--- src/rtl/cpu_defs_pkg.sv ---
// Shared fetch-stage definitions: reset/exception vectors, word size and PC state encoding.
package cpu_defs;

    localparam logic [31:0] RESET_VECTOR = 32'h0000_0000;
    localparam logic [31:0] EXC_VECTOR   = 32'h0000_0180;
    localparam int unsigned WORD_BYTES   = 4;

    typedef enum logic [0:0] {
        RESET_HOLD,
        RUN
    } pc_state_t;

endpackage

--- src/rtl/mux_2x1.sv ---
// Generic 2:1 select; sel_i=1 picks d1_i.
module mux_2x1 #(
    parameter int unsigned WIDTH = 32
) (
    input  logic [WIDTH-1:0] d0_i,
    input  logic [WIDTH-1:0] d1_i,
    input  logic             sel_i,
    output logic [WIDTH-1:0] y_o
);

    assign y_o = sel_i ? d1_i : d0_i;

endmodule

--- src/rtl/pc_next_calc.sv ---
// Combinational next-PC computation: sequential, branch and jump targets plus the
// jr > jump > branch > pc+4 priority chain built from cascaded 2:1 selects.
module pc_next_calc
    import cpu_defs::*;
#(
    parameter int unsigned WIDTH = 32
) (
    input  logic [WIDTH-1:0] pc,
    input  logic             branch_taken,
    input  logic [15:0]      branch_imm,
    input  logic             jump,
    input  logic [25:0]      jump_index,
    input  logic             jr,
    input  logic [WIDTH-1:0] jr_target,
    output logic [WIDTH-1:0] pc_plus4,
    output logic [WIDTH-1:0] branch_target,
    output logic [WIDTH-1:0] jump_target,
    output logic [WIDTH-1:0] next_pc
);

    logic [WIDTH-1:0] branch_off;
    logic [WIDTH-1:0] sel_branch;
    logic [WIDTH-1:0] sel_jump;

    assign pc_plus4      = pc + WIDTH'(WORD_BYTES);
    assign branch_off    = {{(WIDTH-18){branch_imm[15]}}, branch_imm, 2'b00};
    assign branch_target = pc_plus4 + branch_off;
    assign jump_target   = {pc_plus4[WIDTH-1:WIDTH-4], jump_index, 2'b00};

    // Lowest priority first; each later stage overrides the earlier choice.
    mux_2x1 #(.WIDTH(WIDTH)) u_mux_branch (
        .d0_i  (pc_plus4),
        .d1_i  (branch_target),
        .sel_i (branch_taken),
        .y_o   (sel_branch)
    );

    mux_2x1 #(.WIDTH(WIDTH)) u_mux_jump (
        .d0_i  (sel_branch),
        .d1_i  (jump_target),
        .sel_i (jump),
        .y_o   (sel_jump)
    );

    mux_2x1 #(.WIDTH(WIDTH)) u_mux_jr (
        .d0_i  (sel_jump),
        .d1_i  (jr_target),
        .sel_i (jr),
        .y_o   (next_pc)
    );

endmodule

--- src/rtl/pc_unit.sv ---
// Fetch-stage program counter: PC register with stall hold, reset vector,
// misaligned-target trap to EXC_VECTOR and EPC capture.
module pc_unit #(
    parameter int unsigned WIDTH        = 32,
    parameter logic [31:0] RESET_VECTOR = cpu_defs::RESET_VECTOR,
    parameter logic [31:0] EXC_VECTOR   = cpu_defs::EXC_VECTOR
) (
    input  logic             clk,
    input  logic             rst_n,
    input  logic             stall,
    input  logic             branch_taken,
    input  logic [15:0]      branch_imm,
    input  logic             jump,
    input  logic [25:0]      jump_index,
    input  logic             jr,
    input  logic [WIDTH-1:0] jr_target,
    output logic [WIDTH-1:0] pc,
    output logic [WIDTH-1:0] pc_plus4,
    output logic             pc_valid,
    output logic             addr_err,
    output logic [WIDTH-1:0] epc
);
    import cpu_defs::*;

    pc_state_t        state_q, state_d;
    logic [WIDTH-1:0] pc_q, pc_d;
    logic [WIDTH-1:0] epc_q, epc_d;
    logic             addr_err_q, addr_err_d;

    logic [WIDTH-1:0] branch_target;
    logic [WIDTH-1:0] jump_target;
    logic [WIDTH-1:0] next_pc;

    pc_next_calc #(.WIDTH(WIDTH)) u_next (
        .pc            (pc_q),
        .branch_taken  (branch_taken),
        .branch_imm    (branch_imm),
        .jump          (jump),
        .jump_index    (jump_index),
        .jr            (jr),
        .jr_target     (jr_target),
        .pc_plus4      (pc_plus4),
        .branch_target (branch_target),
        .jump_target   (jump_target),
        .next_pc       (next_pc)
    );

    always_comb begin
        state_d    = RUN;
        pc_d       = pc_q;
        epc_d      = epc_q;
        addr_err_d = 1'b0;
        // The first edge out of reset only validates the PC; it does not advance it.
        if (state_q == RUN && !stall) begin
            if (next_pc[1:0] != 2'b00) begin
                pc_d       = WIDTH'(EXC_VECTOR);
                epc_d      = next_pc;
                addr_err_d = 1'b1;
            end else begin
                pc_d = next_pc;
            end
        end
    end

    always_ff @(posedge clk or negedge rst_n) begin
        if (!rst_n) begin
            state_q    <= RESET_HOLD;
            pc_q       <= WIDTH'(RESET_VECTOR);
            epc_q      <= '0;
            addr_err_q <= 1'b0;
        end else begin
            state_q    <= state_d;
            pc_q       <= pc_d;
            epc_q      <= epc_d;
            addr_err_q <= addr_err_d;
        end
    end

    assign pc       = pc_q;
    assign pc_valid = (state_q == RUN);
    assign addr_err = addr_err_q;
    assign epc      = epc_q;

    // Branch/jump targets are word-aligned by construction; only jr can trap.
    logic unused_targets;
    assign unused_targets = ^{branch_target, jump_target};

endmodule

--- config.mk ---
export PLATFORM = sky130hd
export DESIGN_NAME = pc_unit
export DESIGN_NICKNAME = d
export VERILOG_FILES = /design/src/rtl/cpu_defs_pkg.sv /design/src/rtl/mux_2x1.sv /design/src/rtl/pc_next_calc.sv /design/src/rtl/pc_unit.sv
export SDC_FILE = /design/constraint.sdc
export NUM_CORES = 1
export LEC_CHECK = 0
export ABC_CLOCK_PERIOD_IN_PS = 4500
export CAP_MARGIN = 10
export CORE_ASPECT_RATIO = 1.5
export CORE_MARGIN = 2
export CORE_UTILIZATION = 45
export CTS_CLUSTER_SIZE = 25
export DETAILED_ROUTE_END_ITERATION = 8
export GPL_ROUTABILITY_DRIVEN = 0
export GPL_TIMING_DRIVEN = 1
export PLACE_DENSITY = 0.88
export SYNTH_ARGS = -nofsm -noshare
export SYNTH_HDL_FRONTEND = slang
export SYNTH_HIERARCHICAL = 1
export SYNTH_SLANG_ARGS = --single-unit
--- constraint.sdc ---
create_clock -name clk -period 4.5 [get_ports clk]
set_input_delay 0.675 -clock clk [delete_from_list [all_inputs] [get_ports clk]]
set_output_delay 0.675 -clock clk [all_outputs]
set_load 0.1 [all_outputs]
==> results.md, run 1 <==
* Outcome: complete, no violations
* Antenna viol nets, final at 0
* Worst EP required at 4.72 ns
* Routed WL per cell at 22.6 um
* Global-route wire length before repair at 31.4 mm
* Crit path buffers/inverters at 0
* Starting Density at 0.460
* Die area at 14800 um^2
* Placed Instances at 878
* Synthesized area per cell at 11.3 um^2
* Total CTS buffers at 9
* Yosys warnings at 6
* HPWL after DPL at 15.0 mm
* Max Fclk at 225 MHz
* Peak VDD IR at 0.406 mV
* Clock Sinks at 66
* Largest delay share family, worst path: compound AO/OA/AOI/OAI gates
* Vias in the first global route at 5740
* Iteration-0 DRC Markers at 304
* Max cap viols at 0
* Max Clock Skew at 0.0125 ns
* Drt first pass iters at 5
* Crit-path max FO at 8
* Max stage delay cell, worst path: dfrtp_4
* # nets final at 844
* Final Max Tran Viols at 0
* Layout Cells excl Fill at 897
* Worst setup SP type: flop
* Leakage at 3.91 nW
* Cells after Synth at 551
* Post-Route WL at 20.3 mm
* GRT Residual Overflow at 0
* Critical Path, Cell by Cell: and4_4 -> nand3_4 -> nor3_2 -> nand2_1 -> xnor2_4 -> ha_2 -> a21oi_1 -> o21ai_0 -> a21oi_1 -> a41oi_2 -> a2111oi_2 -> o21bai_1 -> xnor2_1 -> mux2_4 -> mux2_4 -> mux2_4 -> mux2_4
* Fin. Hold Viols at 0
* Cell Area, Synth at 6200 um^2
* CTS Root Buffer Type: clkbuf_16
* Fin area at 9050 um^2
* CTS clock-pin slew for the worst setup and hold paths at 0.06 ns
* Cell repeated most along the worst path: mux2_4
* Fin worst setup slack at 0.0486 ns
* Clock Latency Late Sink at 0.34 ns
* Largest net degree at the start of global routing at 38
* Row cnt at 52
* Count of hold buffers inserted by post-cts repair at 0
* Pwr Density at 474 nW/um^2
* Least-Margin Pin Slew at 1.12 ns
* CP Class: reg2reg
* Worst slew margin at 0.254
* Setup violators final at 0
* Via count at 5349
* Fillers at 926
* Drt drc at 0
* Critical path's largest stage delay at 0.47 ns
* Setup TNS at 0 ns
* Die height at 148 um
* Tcrit/Tclk final at 0.989
* Hold Crit Class: in2async
* Setup crit end kind: flop
* Setup repair after global routing missed its margin: true
* Share of layout cells above drive strength 1 at 0.350
* Ant diodes at 0
* Placed cell areas at 8650 um^2
* Ports at 178
* Area grow syn2layout at 45.9%
* Fin crit period at 4.45 ns
* Initial antenna violation count at 2
* Worst slack, placed at -0.0776 ns
* Total power at 0.00429 W
* Total core area at 13500 um^2
* Via-per-instance ratio at 5.96
* IO buf count at 177
* CTS tree: yes
* H-Tree Depth at 3
* Longest Clk Path Bufs at 2
* All-Layer GR Usage at 0.277
* Die Wd at 99.8 um
* Worst Path Arrival at 4.67 ns
-- flip-flops by register name (all words and copies together) (netlist names) --
| signal | flops |
|---|---|
| pc_valid | 1 |
| addr_err | 1 |
| pc | 32 |
| epc | 32 |
-- layer usage --
| metal | wire length [um] | track usage | up-vias |
|---|---|---|---|
| li1 | - | - | 2383 |
| met1 | 7250 | 0.305 | 2579 |
| met4 | 771 | 0.115 | 2 |
| met3 | 1340 | 0.0544 | 73 |
| met2 | 10900 | 0.510 | 312 |
| met5 | 13 | 0 | - |
-- cell usage in the layout (no fill, tap or decap), types with 10 or more instances in the layout --
cell type and n:
nand3_1 14, clkdlybuf4s50_1 154, xnor2_1 21, ha_4 11
nand2_1 33, mux2_4 92, a21oi_1 28, dfrtp_4 15
nor2_1 11, ha_1 19, a21o_1 10, xor2_1 11
xnor2_4 16, mux2_1 27, dfrtp_1 45, buf_4 38
o21ai_0 14, a22o_1 29
-- per-stage QoR --
step | hold WS [ns] | utilization
3_5_place_dp | 0.474 | 0.642
3_3_place_gp | 0.473 | 0.642
2_1_floorplan | 0.379 | -
4_1_cts | 0.482 | 0.667
5_1_grt | 0.512 | 0.672
6_report | 0.450 | 0.672
-- path summary, 6_finish.rpt --
kind	from	to	slack (ns)	depth (start not counted)
worst min-delay path	rst_n	epc[31]	0.45	1
worst max register to register	pc[13]	epc[30]	0.05	17
min in group clk	epc[5]	epc[5]	0.48	1
worst max-delay path	pc[13]	epc[30]	0.05	17
max in group asynchronous	rst_n	pc[13]	3.04	2
worst min register to register	epc[5]	epc[5]	0.48	1
-- worst register-to-register path: cells and delay by family, from the launching register on --
family / cells / cell delay [ns]
flops: 1 / 0.47
fa+ha+maj: 1 / 0.36
simple gates: 4 / 0.88
xor+xnor: 2 / 0.36
mux: 4 / 1.04
compound gates: 6 / 1.21
-- area by class of cell --
| type | count | area, um^2 | share of cell area |
|---|---|---|---|
| Clock buffer | 11 | 253 | 0.0279 |
| Timing Repair Buffer | 196 | 1850 | 0.204 |
| Clock inverter | 5 | 62.6 | 0.00691 |
| Multi-Input combinational cell | 449 | 4940 | 0.546 |
| Sequential cell | 66 | 1720 | 0.190 |
| Inverter | 8 | 30.0 | 0.00332 |
| Tap cell | 162 | 203 | 0.0224 |
-- what timing repair did --
item,4_1_cts,5_1_grt
setup buffers,0,3
pin swaps,0,7
gates resized for setup,2,12
cloned,0,0
setup endpoints to repair,4,11
-- power by group --
group | leakage, nW | switching (W) | total, W | internal [W]
registers | 0.799 | 0.000135 | 0.000863 | 0.000728
logic | 2.96 | 0.00178 | 0.00267 | 0.000885
clock network | 0.148 | 0.000297 | 0.000759 | 0.000462
Note: power is estimated with default switching activity, not from simulation.
==> run 2: changes to the inputs <==
--- a/config.mk
+++ b/config.mk
@@ -6,7 +6,7 @@
 export NUM_CORES = 1
 export LEC_CHECK = 0
 export ABC_CLOCK_PERIOD_IN_PS = 4500
-export CAP_MARGIN = 10
+export CAP_MARGIN = 20
 export CORE_ASPECT_RATIO = 1.5
 export CORE_MARGIN = 2
 export CORE_UTILIZATION = 45
@@ -15,6 +15,7 @@
 export GPL_ROUTABILITY_DRIVEN = 0
 export GPL_TIMING_DRIVEN = 1
 export PLACE_DENSITY = 0.88
+export RECOVER_POWER = 50
 export SYNTH_ARGS = -nofsm -noshare
 export SYNTH_HDL_FRONTEND = slang
 export SYNTH_HIERARCHICAL = 1
==> constraint.sdc (replaced) <==
create_clock -name clk -period 4.5 [get_ports clk]
set_input_delay 0.675 -clock clk [delete_from_list [all_inputs] [get_ports clk]]
set_output_delay 0.675 -clock clk [all_outputs]
set_load 0.005 [all_outputs]
==> results.md, run 2 (synthesized netlist as in run 1, its figures left out) <==
* Outcome: finished, violations left
* Failing checks: max-capacitance violations, max-slew violations
* Row cnt at 52 (unchanged)
* Fillers at 981 (+5.9%)
* Critical Path, Cell by Cell: and3_1 -> nand3_4 -> nor3_1 -> buf_4 -> nand3_1 -> xnor2_2 -> ha_2 -> a21oi_1 -> o21ai_0 -> or3_1 -> a21oi_2 -> o41ai_2 -> xor2_1 -> mux2_2 -> mux2_2 -> mux2_2 -> mux2_1
* Ports at 178 (unchanged)
* Vias in the first global route at 5549 (-3.3%)
* Worst setup SP type: flop
* Starting Density at 0.460 (unchanged)
* Max stage delay cell, worst path: or3_1
* Hold Crit Start: epc[27]
* Max Fclk at 227 MHz (+1.1%)
* Leakage at 3.93 nW (+0.64%)
* GRT Residual Overflow at 0 (unchanged)
* Drt drc at 0 (unchanged)
* Worst Path Arrival at 4.61 ns (-0.06 ns)
* Total CTS buffers at 9 (unchanged)
* CTS clock-pin slew for the worst setup and hold paths at 0.05 ns (about the same)
* Post-Route WL at 19.1 mm (-6.0%)
* CP Class: reg2reg
* H-Tree Depth at 3 (unchanged)
* Area grow syn2layout at 38.7%
* CTS tree: yes
* Setup violators final at 0 (unchanged)
* Via count at 5319 (-0.56%)
* Total core area at 13500 um^2 (unchanged)
* Fin crit period at 4.40 ns (-0.0495 ns)
* Area of the multi-input gates at 4360 um^2 (-12%)
* Antenna viol nets, final at 0 (unchanged)
* Initial antenna violation count at 2 (unchanged)
* Drt first pass iters at 5 (unchanged)
* Die area at 14800 um^2 (unchanged)
* Register area at 1650 um^2 (-3.6%)
* Routed WL per cell at 20.7 um (-8.3%)
* Placed cell areas at 8120 um^2 (-6.1%)
* Tcrit/Tclk final at 0.978 (-0.0110)
* Hold Crit Class: reg2reg
* Commonest non-fill, non-tap cell in the layout: clkdlybuf4s50_1
* Crit path buffers/inverters at 1 (+1)
* Hold WS at 0.478 ns (+0.0278 ns)
* Max cap viols at 3 (+3)
* All-Layer GR Usage at 0.253 (-0.0239)
* Share of layout cells above drive strength 1 at 0.268 (-0.0821)
* Worst slew margin at -0.506 (-0.760)
* Final Max Tran Viols at 103 (+103)
* Via-per-instance ratio at 5.79 (-2.9%)
* Crit Reg-Reg Startpoint: pc[9]
* Clock Latency Late Sink at 0.33 ns (about the same)
* Worst EP required at 4.71 ns (about the same)
* Fin. Hold Viols at 0 (unchanged)
* Pwr Density at 342 nW/um^2 (-28%)
* Most frequent cells in the layout: clkdlybuf4s50_1, mux2_4, dfrtp_1
* Clock Sinks at 66 (unchanged)
* Total power at 0.00294 W (-31%)
* Reg2reg path depth at 17 (unchanged)
* Iteration-0 DRC Markers at 286 (-5.9%)
* # nets final at 866 (+2.6%)
* Fin util at 0.639 (-0.0333)
* HPWL after DPL at 14.6 mm (-3.0%)
* CTS Root Buffer Type: clkbuf_16
* Peak VDD IR at 0.159 mV (-61%)
* Global-route wire length before repair at 29.1 mm (-7.4%)
* Fin area at 8600 um^2 (-4.9%)
* Largest net degree at the start of global routing at 38 (unchanged)
* Least-Margin Pin Slew at 2.26 ns (+1.14 ns)
* Hold depth at 1
* Hold path endpoint: epc[27]
* Die height at 148 um (unchanged)
* Longest Clk Path Bufs at 2 (unchanged)
* IO buf count at 177 (unchanged)
* Max Clock Skew at 0.00729 ns (-0.00518 ns)
* Largest delay share family, worst path: simple AND/OR/NAND/NOR gates
* Cell repeated most along the worst path: mux2_2
* Setup crit end kind: flop
* Die Wd at 99.8 um (unchanged)
* Crit-path max FO at 7 (-1)
* Critical path's largest stage delay at 0.39 ns (-0.08 ns)
* Reg2Reg Capture Point: epc[29]
* R2R setup slack at 0.1 ns (+0.05 ns)
[run 2: report_power, final]
group / leakage, nW / internal (W) / switching [W]
clock network: 0.147 / 0.000451 / 0.000259
logic: 2.96 / 0.000827 / 0.000604
registers: 0.827 / 0.000715 / 0.0000838
[run 2: layer usage]
metal,track usage,share of wire
met1,0.286,0.37
met2,0.465,0.54
met3,0.0322,0.046
met4,0.116,0.041
met5,0,0
[run 2: area by class of cell]
type / count / share of cell area
inverter: 8 / 0.00349
clock buffer: 11 / 0.0294
multi-input combinational: 449 / 0.507
clock inverter: 3 / 0.00465
tap: 162 / 0.0236
sequential: 66 / 0.192
antenna: 2 / 0.000582
timing repair buffer: 218 / 0.239
[run 2: per-stage QoR]
stage	setup slack [ns]	setup TNS [ns]	instances
global route	-0.0777	-0.149	919
global placement	0.0332	0	902
CTS	0.0413	0	916
floorplan	0.252	0	552
finish	0.0981	0	919
detailed placement	-0.00701	-0.00701	902
[run 2: how the worst max path moves through the flow]
| stage | start | endpoint | slack (ns) | depth (start not counted) |
|---|---|---|---|---|
| 2_1_floorplan | pc[4] | epc[30] | 0.25 | 18 |
| 3_3_place_gp | branch_imm[0] | epc[30] | 0.03 | 14 |
| 3_5_place_dp | branch_imm[0] | epc[30] | -0.007 | 14 |
| 5_1_grt | pc[8] | epc[25] | -0.08 | 17 |
| 4_1_cts | pc[2] | epc[29] | 0.04 | 16 |
| 6_report | pc[9] | epc[29] | 0.1 | 17 |
[run 2: repair_timing]
item                       in CTS  in global routing
hold buffers                    0                  0
setup buffers                   0                  1
setup endpoints to repair       0                 15
gates resized for setup         0                 34
==> run 3: changes to the inputs <==
--- a/config.mk
+++ b/config.mk
@@ -13,10 +13,10 @@
 export CTS_CLUSTER_SIZE = 25
 export DETAILED_ROUTE_END_ITERATION = 8
 export GPL_ROUTABILITY_DRIVEN = 0
-export GPL_TIMING_DRIVEN = 1
 export PLACE_DENSITY = 0.88
 export RECOVER_POWER = 50
 export SYNTH_ARGS = -nofsm -noshare
 export SYNTH_HDL_FRONTEND = slang
 export SYNTH_HIERARCHICAL = 1
 export SYNTH_SLANG_ARGS = --single-unit
+export TNS_END_PERCENT = 10
==> results of run 3 <==
The final DEF is identical to that of run 2; final timing and power are the same.
